### src/rtl/lfsr_seq_ctrl.sv
// -----------------------------------------------------------------------------
// lfsr_seq_ctrl
// Sequencer for a runtime-configurable Fibonacci LFSR. Holds the seed and tap
// registers, steps the LFSR once per cycle while shifting, packs the output
// bits MSB-first into words and hands each word downstream over valid/ready.
// A run produces a programmed number of words, or runs continuously
// (i_num_words == 0) until i_stop.
//
// Ports:
//   i_clk, i_rst   clock, synchronous active-high reset
//   i_cfg_we       config write (IDLE only): i_cfg_seed -> seed and state,
//                  i_cfg_taps -> taps, clears o_lockup
//   i_start        start a run (IDLE only), samples i_num_words
//   i_num_words    words per run, 0 = continuous
//   i_stop         abort the current run (SHIFT/PRESENT)
//   i_ready        downstream accepts o_word
//   o_word/o_valid packed random word and its valid flag
//   o_busy         high in every state except IDLE
//   o_done         one-cycle pulse at the end of a run
//   o_lockup       sticky flag: an all-zero state was found and reloaded
//   o_state        current LFSR state
// -----------------------------------------------------------------------------
module lfsr_seq_ctrl #(
   parameter int                 NUM_BITS  = 5,
   parameter int                 WORD_BITS = 8,
   parameter logic [NUM_BITS-1:0] SEED     = 5'd1,
   parameter logic [NUM_BITS-1:0] TAPS     = 5'h14
) (
   input  logic                 i_clk,
   input  logic                 i_rst,
   input  logic                 i_cfg_we,
   input  logic [NUM_BITS-1:0]  i_cfg_seed,
   input  logic [NUM_BITS-1:0]  i_cfg_taps,
   input  logic                 i_start,
   input  logic [7:0]           i_num_words,
   input  logic                 i_stop,
   input  logic                 i_ready,
   output logic [WORD_BITS-1:0] o_word,
   output logic                 o_valid,
   output logic                 o_busy,
   output logic                 o_done,
   output logic                 o_lockup,
   output logic [NUM_BITS-1:0]  o_state
);

   localparam int CNT_W = (WORD_BITS > 2) ? $clog2(WORD_BITS) : 1;
   localparam logic [CNT_W-1:0] LAST_BIT = CNT_W'(WORD_BITS - 1);

   typedef enum logic [1:0] {
      IDLE    = 2'd0,
      SHIFT   = 2'd1,
      PRESENT = 2'd2,
      DONE    = 2'd3
   } fsm_t;

   fsm_t                 fsm;
   logic [NUM_BITS-1:0]  state;
   logic [NUM_BITS-1:0]  seed_reg;
   logic [NUM_BITS-1:0]  taps_reg;
   logic [CNT_W-1:0]     bit_cnt;
   logic [7:0]           word_cnt;
   logic [7:0]           num_words;
   logic [WORD_BITS-1:0] word_sh;

   logic [NUM_BITS-1:0]  state_next;
   logic [WORD_BITS-1:0] word_next;
   logic                 last_word;

   // Fibonacci feedback: parity of the tapped state bits.
   function automatic logic lfsr_fb(input logic [NUM_BITS-1:0] s,
                                    input logic [NUM_BITS-1:0] t);
      return ^(s & t);
   endfunction

   // Next LFSR state and packed word for one step; the MSB shifts out.
   assign state_next = {state[NUM_BITS-2:0], lfsr_fb(state, taps_reg)};
   assign word_next  = {word_sh[WORD_BITS-2:0], state[NUM_BITS-1]};
   // word_cnt+1 is evaluated at 8 bits so it wraps like the counter itself.
   assign last_word  = (num_words != 8'd0) && ((word_cnt + 8'd1) == num_words);

   assign o_state = state;

   // Sequencer FSM, LFSR datapath and registered outputs.
   always_ff @(posedge i_clk) begin
      if (i_rst) begin
         fsm       <= IDLE;
         state     <= SEED;
         seed_reg  <= SEED;
         taps_reg  <= TAPS;
         bit_cnt   <= '0;
         word_cnt  <= 8'd0;
         num_words <= 8'd0;
         word_sh   <= '0;
         o_word    <= '0;
         o_valid   <= 1'b0;
         o_busy    <= 1'b0;
         o_done    <= 1'b0;
         o_lockup  <= 1'b0;
      end else begin
         o_done <= 1'b0;
         case (fsm)
            IDLE: begin
               // Config write has priority; a simultaneous start is dropped.
               if (i_cfg_we) begin
                  seed_reg <= i_cfg_seed;
                  state    <= i_cfg_seed;
                  taps_reg <= i_cfg_taps;
                  o_lockup <= 1'b0;
               end else if (i_start) begin
                  num_words <= i_num_words;
                  word_cnt  <= 8'd0;
                  bit_cnt   <= '0;
                  fsm       <= SHIFT;
                  o_busy    <= 1'b1;
               end
            end

            SHIFT: begin
               if (i_stop) begin
                  // Partial word is discarded; steps already taken are kept.
                  bit_cnt <= '0;
                  fsm     <= DONE;
                  o_done  <= 1'b1;
               end else if ((bit_cnt == '0) && (state == '0)) begin
                  // All-zero lockup: reload instead of stepping; the word
                  // starts on the next cycle with bit_cnt still at zero.
                  state    <= (seed_reg == '0) ? SEED : seed_reg;
                  o_lockup <= 1'b1;
               end else begin
                  state   <= state_next;
                  word_sh <= word_next;
                  if (bit_cnt == LAST_BIT) begin
                     bit_cnt <= '0;
                     o_word  <= word_next;
                     o_valid <= 1'b1;
                     fsm     <= PRESENT;
                  end else begin
                     bit_cnt <= bit_cnt + 1'b1;
                  end
               end
            end

            PRESENT: begin
               // LFSR is frozen here so backpressure never loses bits.
               if (i_ready) begin
                  o_valid  <= 1'b0;
                  word_cnt <= word_cnt + 8'd1;
                  if (i_stop || last_word) begin
                     fsm    <= DONE;
                     o_done <= 1'b1;
                  end else begin
                     fsm <= SHIFT;
                  end
               end else if (i_stop) begin
                  o_valid <= 1'b0;
                  fsm     <= DONE;
                  o_done  <= 1'b1;
               end
            end

            DONE: begin
               fsm    <= IDLE;
               o_busy <= 1'b0;
            end

            default: begin
               fsm     <= IDLE;
               o_valid <= 1'b0;
               o_busy  <= 1'b0;
            end
         endcase
      end
   end

endmodule

### config.mk
export PLATFORM = sky130hd
export DESIGN_NAME = lfsr_seq_ctrl
export DESIGN_NICKNAME = d
export VERILOG_FILES = /design/src/rtl/lfsr_seq_ctrl.sv
export SDC_FILE = /design/constraint.sdc
export NUM_CORES = 1
export LEC_CHECK = 0
export ABC_AREA = 1
export CAP_MARGIN = 20
export CORE_UTILIZATION = 49
export DETAILED_ROUTE_END_ITERATION = 10
export GPL_TIMING_DRIVEN = 1
export MAX_ROUTING_LAYER = met4
export PLACE_DENSITY = 0.72
export SLEW_MARGIN = 15
export SYNTH_ARGS = -nofsm -noshare
export SYNTH_HDL_FRONTEND = slang
export SYNTH_SLANG_ARGS = --single-unit
### constraint.sdc
create_clock -name i_clk -period 1.95 [get_ports i_clk]
set_input_delay 0.2925 -clock i_clk [delete_from_list [all_inputs] [get_ports i_clk]]
set_output_delay 0.2925 -clock i_clk [all_outputs]
set_load 0.05 [all_outputs]
==> results.ini <==
[status]
run_status=completed

[critical_path]
path_class=reg -> out
start_kind=register
crit_family=buffers and inverters
r2r_setup_slack_ns=0.22
crit_buf_inv=1
cp.required_ns=1.66
end_kind=primary output
max_stage_delay_ns=0.84
ff2ff_path_depth=9
cp.arrival_ns=1.60
crit_chain=clkdlybuf4s50_1
r2r_end=fsm[0]
crit_fanout=5
cpMaxStageDelayCell=clkdlybuf4s50_1
r2r-start=fsm[0]

[drt]
wl_per_cell_um=12.26
vias=2585
ant_nets=0
drt-initial-drc-count=154
avgViaCountPerCell=5.149
wirelength_um=6157
drc_errors=0
drt_pass1_iterations=5

[power_and_ir_drop]
p_sw_mw=1.373
p_seq_share_pct=42.3
switching_share_pct=38.41
total_leakage_power_nw=1.348
power_mw=3.575
pwr_density_cell_nw_per_um2=1072
internal_power_mw=2.202
power_frac_comb_pct=36.8
clockPowerShare_pct=20.9
peakVddDrop_mv=0.8423

[grt]
grt_max_degree=31
grt_pass1_vias=2302
grt_antenna_before_repair=0
grt_overflow=0
grt_usage_pct=23.03
grt_pass1_wl_um=10500

[synthesis]
ys_top_cells_by_count=nand2_1, dfxtp_1, a21oi_1
synthArstFlopShare_pct=0
synth.top_cell.area_share_pct=40.65
synth_enable_flop_cells=0
netlist_area_um2=2709
synth_seq_area_share_pct=40.65
synth_cells=386
synth.net_count=418
yosys_warnings=0
ys_ff_latch=55
ys.flop_type=dfxtp_1
syn_area_per_cell_um2=7.018
yosysTopAreaCell=dfxtp_1
yosysUniqueCellTypes=29
synth.most_common_cell=nand2_1
synth_area_leaders=dfxtp_1, nand2_1, a21oi_1, nand3_1, inv_1

[sta]
maxClockFrequency_ghz=0.5294
slew_viol_final=0
fin_crit_sh_pct=96.88
fin_ws_ns=0.06090
skew_ns=0.01015
hold_viol=0
fin_crit_ns=1.889
tns_ns=0
maxSlewHeadroom_pct=65.60
finalSetupViolCount=0
tightest_slew_ns=0.5144
rsz0062_at_grt=no

[floorplanning]
fp-row-count=26
design.die.area_um2=5829
initial_core_util_pct=52.04
die_height_um=76.35
num_io_pins=41
die_width_um=76.35
core_area_um2=5205

[cells_and_area]
nNetsFinal=464
final_util_pct=64.09
reg_top3=num_words (8), o_word (8), word_cnt (8)
layoutNonFillerInstCount=502
synthToLayoutAreaGrowth_pct=23.14
insertedDiodeCount=0
drive_gt1_share_pct=8.565

[cts]
clk_pin_slew_ns=0.10
cts.sinks=55
clockRootBuffer=clkbuf_8
cts_buffers=5
post-cts-setup-buffers=0
clock_latency_ns=0.31
cts_tree=built
cts_max_level=2
cts.path.max_buffers=2
hold_buffers=0

[placement]
dp.cells=495
dpl.hpwl_um=4498
portBuffers=40
globalplace.congestion=0.8108
place_worst_setup_slack_ns=0.03150

[job]
cap_violations=0

[worst_hold_path]
worst_hold_path_type=reg -> reg
holdPathStages=2
worstHoldStart=o_word[4]
hold_end=o_word[4]

[placed cells by master, fill, tap and decap left out, types with 2 or more instances in the layout]
cell type         n
a211oi_1          2
a211oi_2          3
a21oi_1          44
a31oi_1           4
buf_4            12
clkbuf_8          5
clkdlybuf4s50_1  38
dfxtp_1          53
dfxtp_2           2
ha_1              8
inv_1            43
inv_2             2
nand2_1          83
nand2_2           3
nand3_1          36
nor2_1           42
nor2_4            3
nor3_2            2
o21ai_0          31
xor2_1            3
[cell type report]
cell class / instances / area (µm²)
tap: 70 / 87.58
clock buffer: 5 / 68.82
multi-input combinational: 274 / 1386
inverter: 45 / 168.9
clock inverter: 2 / 37.54
sequential: 55 / 1104
fill: 485 / 1869
timing repair buffer: 51 / 483.0
[how the worst max path moves through the flow]
stage | from | to | slack, ns | depth (start not counted)
after detailed placement | i_start | fsm[0] | 0.03 | 9
after global placement | i_start | fsm[1] | 0.07 | 9
after floorplan | fsm[0] | word_cnt[1] | 0.32 | 8
after CTS | o_state[1] | o_state[1] | 0.05 | 1
final | o_state[2] | o_state[2] | 0.06 | 1
after global routing | o_state[0] | o_state[0] | 0.03 | 1
[power groups by stage]
stage / combinational (mW) / clock, mW / sequential [mW]
CTS: 1.32 / 0.756 / 1.51
global placement: 1.30 / 0 / 1.53
floorplan: 0.791 / 0 / 1.65
detailed placement: 1.31 / 0 / 1.53
global route: 1.47 / 0.807 / 1.54
finish: 1.31 / 0.747 / 1.51
[what timing repair did]
action	4_1_cts	5_1_grt
endpoints found under the hold margin	0	0
resized for setup	0	3
endpoints found under the setup margin	0	3
[metal layers]
layer / track usage [%] / vias up / part of all wire [%]
met4: 6.923 / 0 / 1.4
met3: 4.431 / 7 / 3.6
met1: 27.73 / 1170 / 46
met5: - / - / 0
li1: - / 1351 / -
met2: 38.92 / 57 / 49
[cells by family (layout without fill, tap and decap cells)]
kind of cell	Yosys count	count (layout)	synth area share (%)
simple gates	175	175	28.50
flops	55	55	40.65
xor+xnor	4	4	1.294
compound gates	87	87	17.69
buf+inv	57	103	8.175
fa+ha+maj	8	8	3.695
[through the flow]
stage / hold slack [ns] / area [µm²]
detailed placement: 0.4554 / 3224
global route: 0.4931 / 3336
finish: 0.4666 / 3336
floorplan: 0.4057 / 2709
CTS: 0.4698 / 3331
global placement: 0.4515 / 3224
No activity file was read; power rests on OpenSTA's default activity.
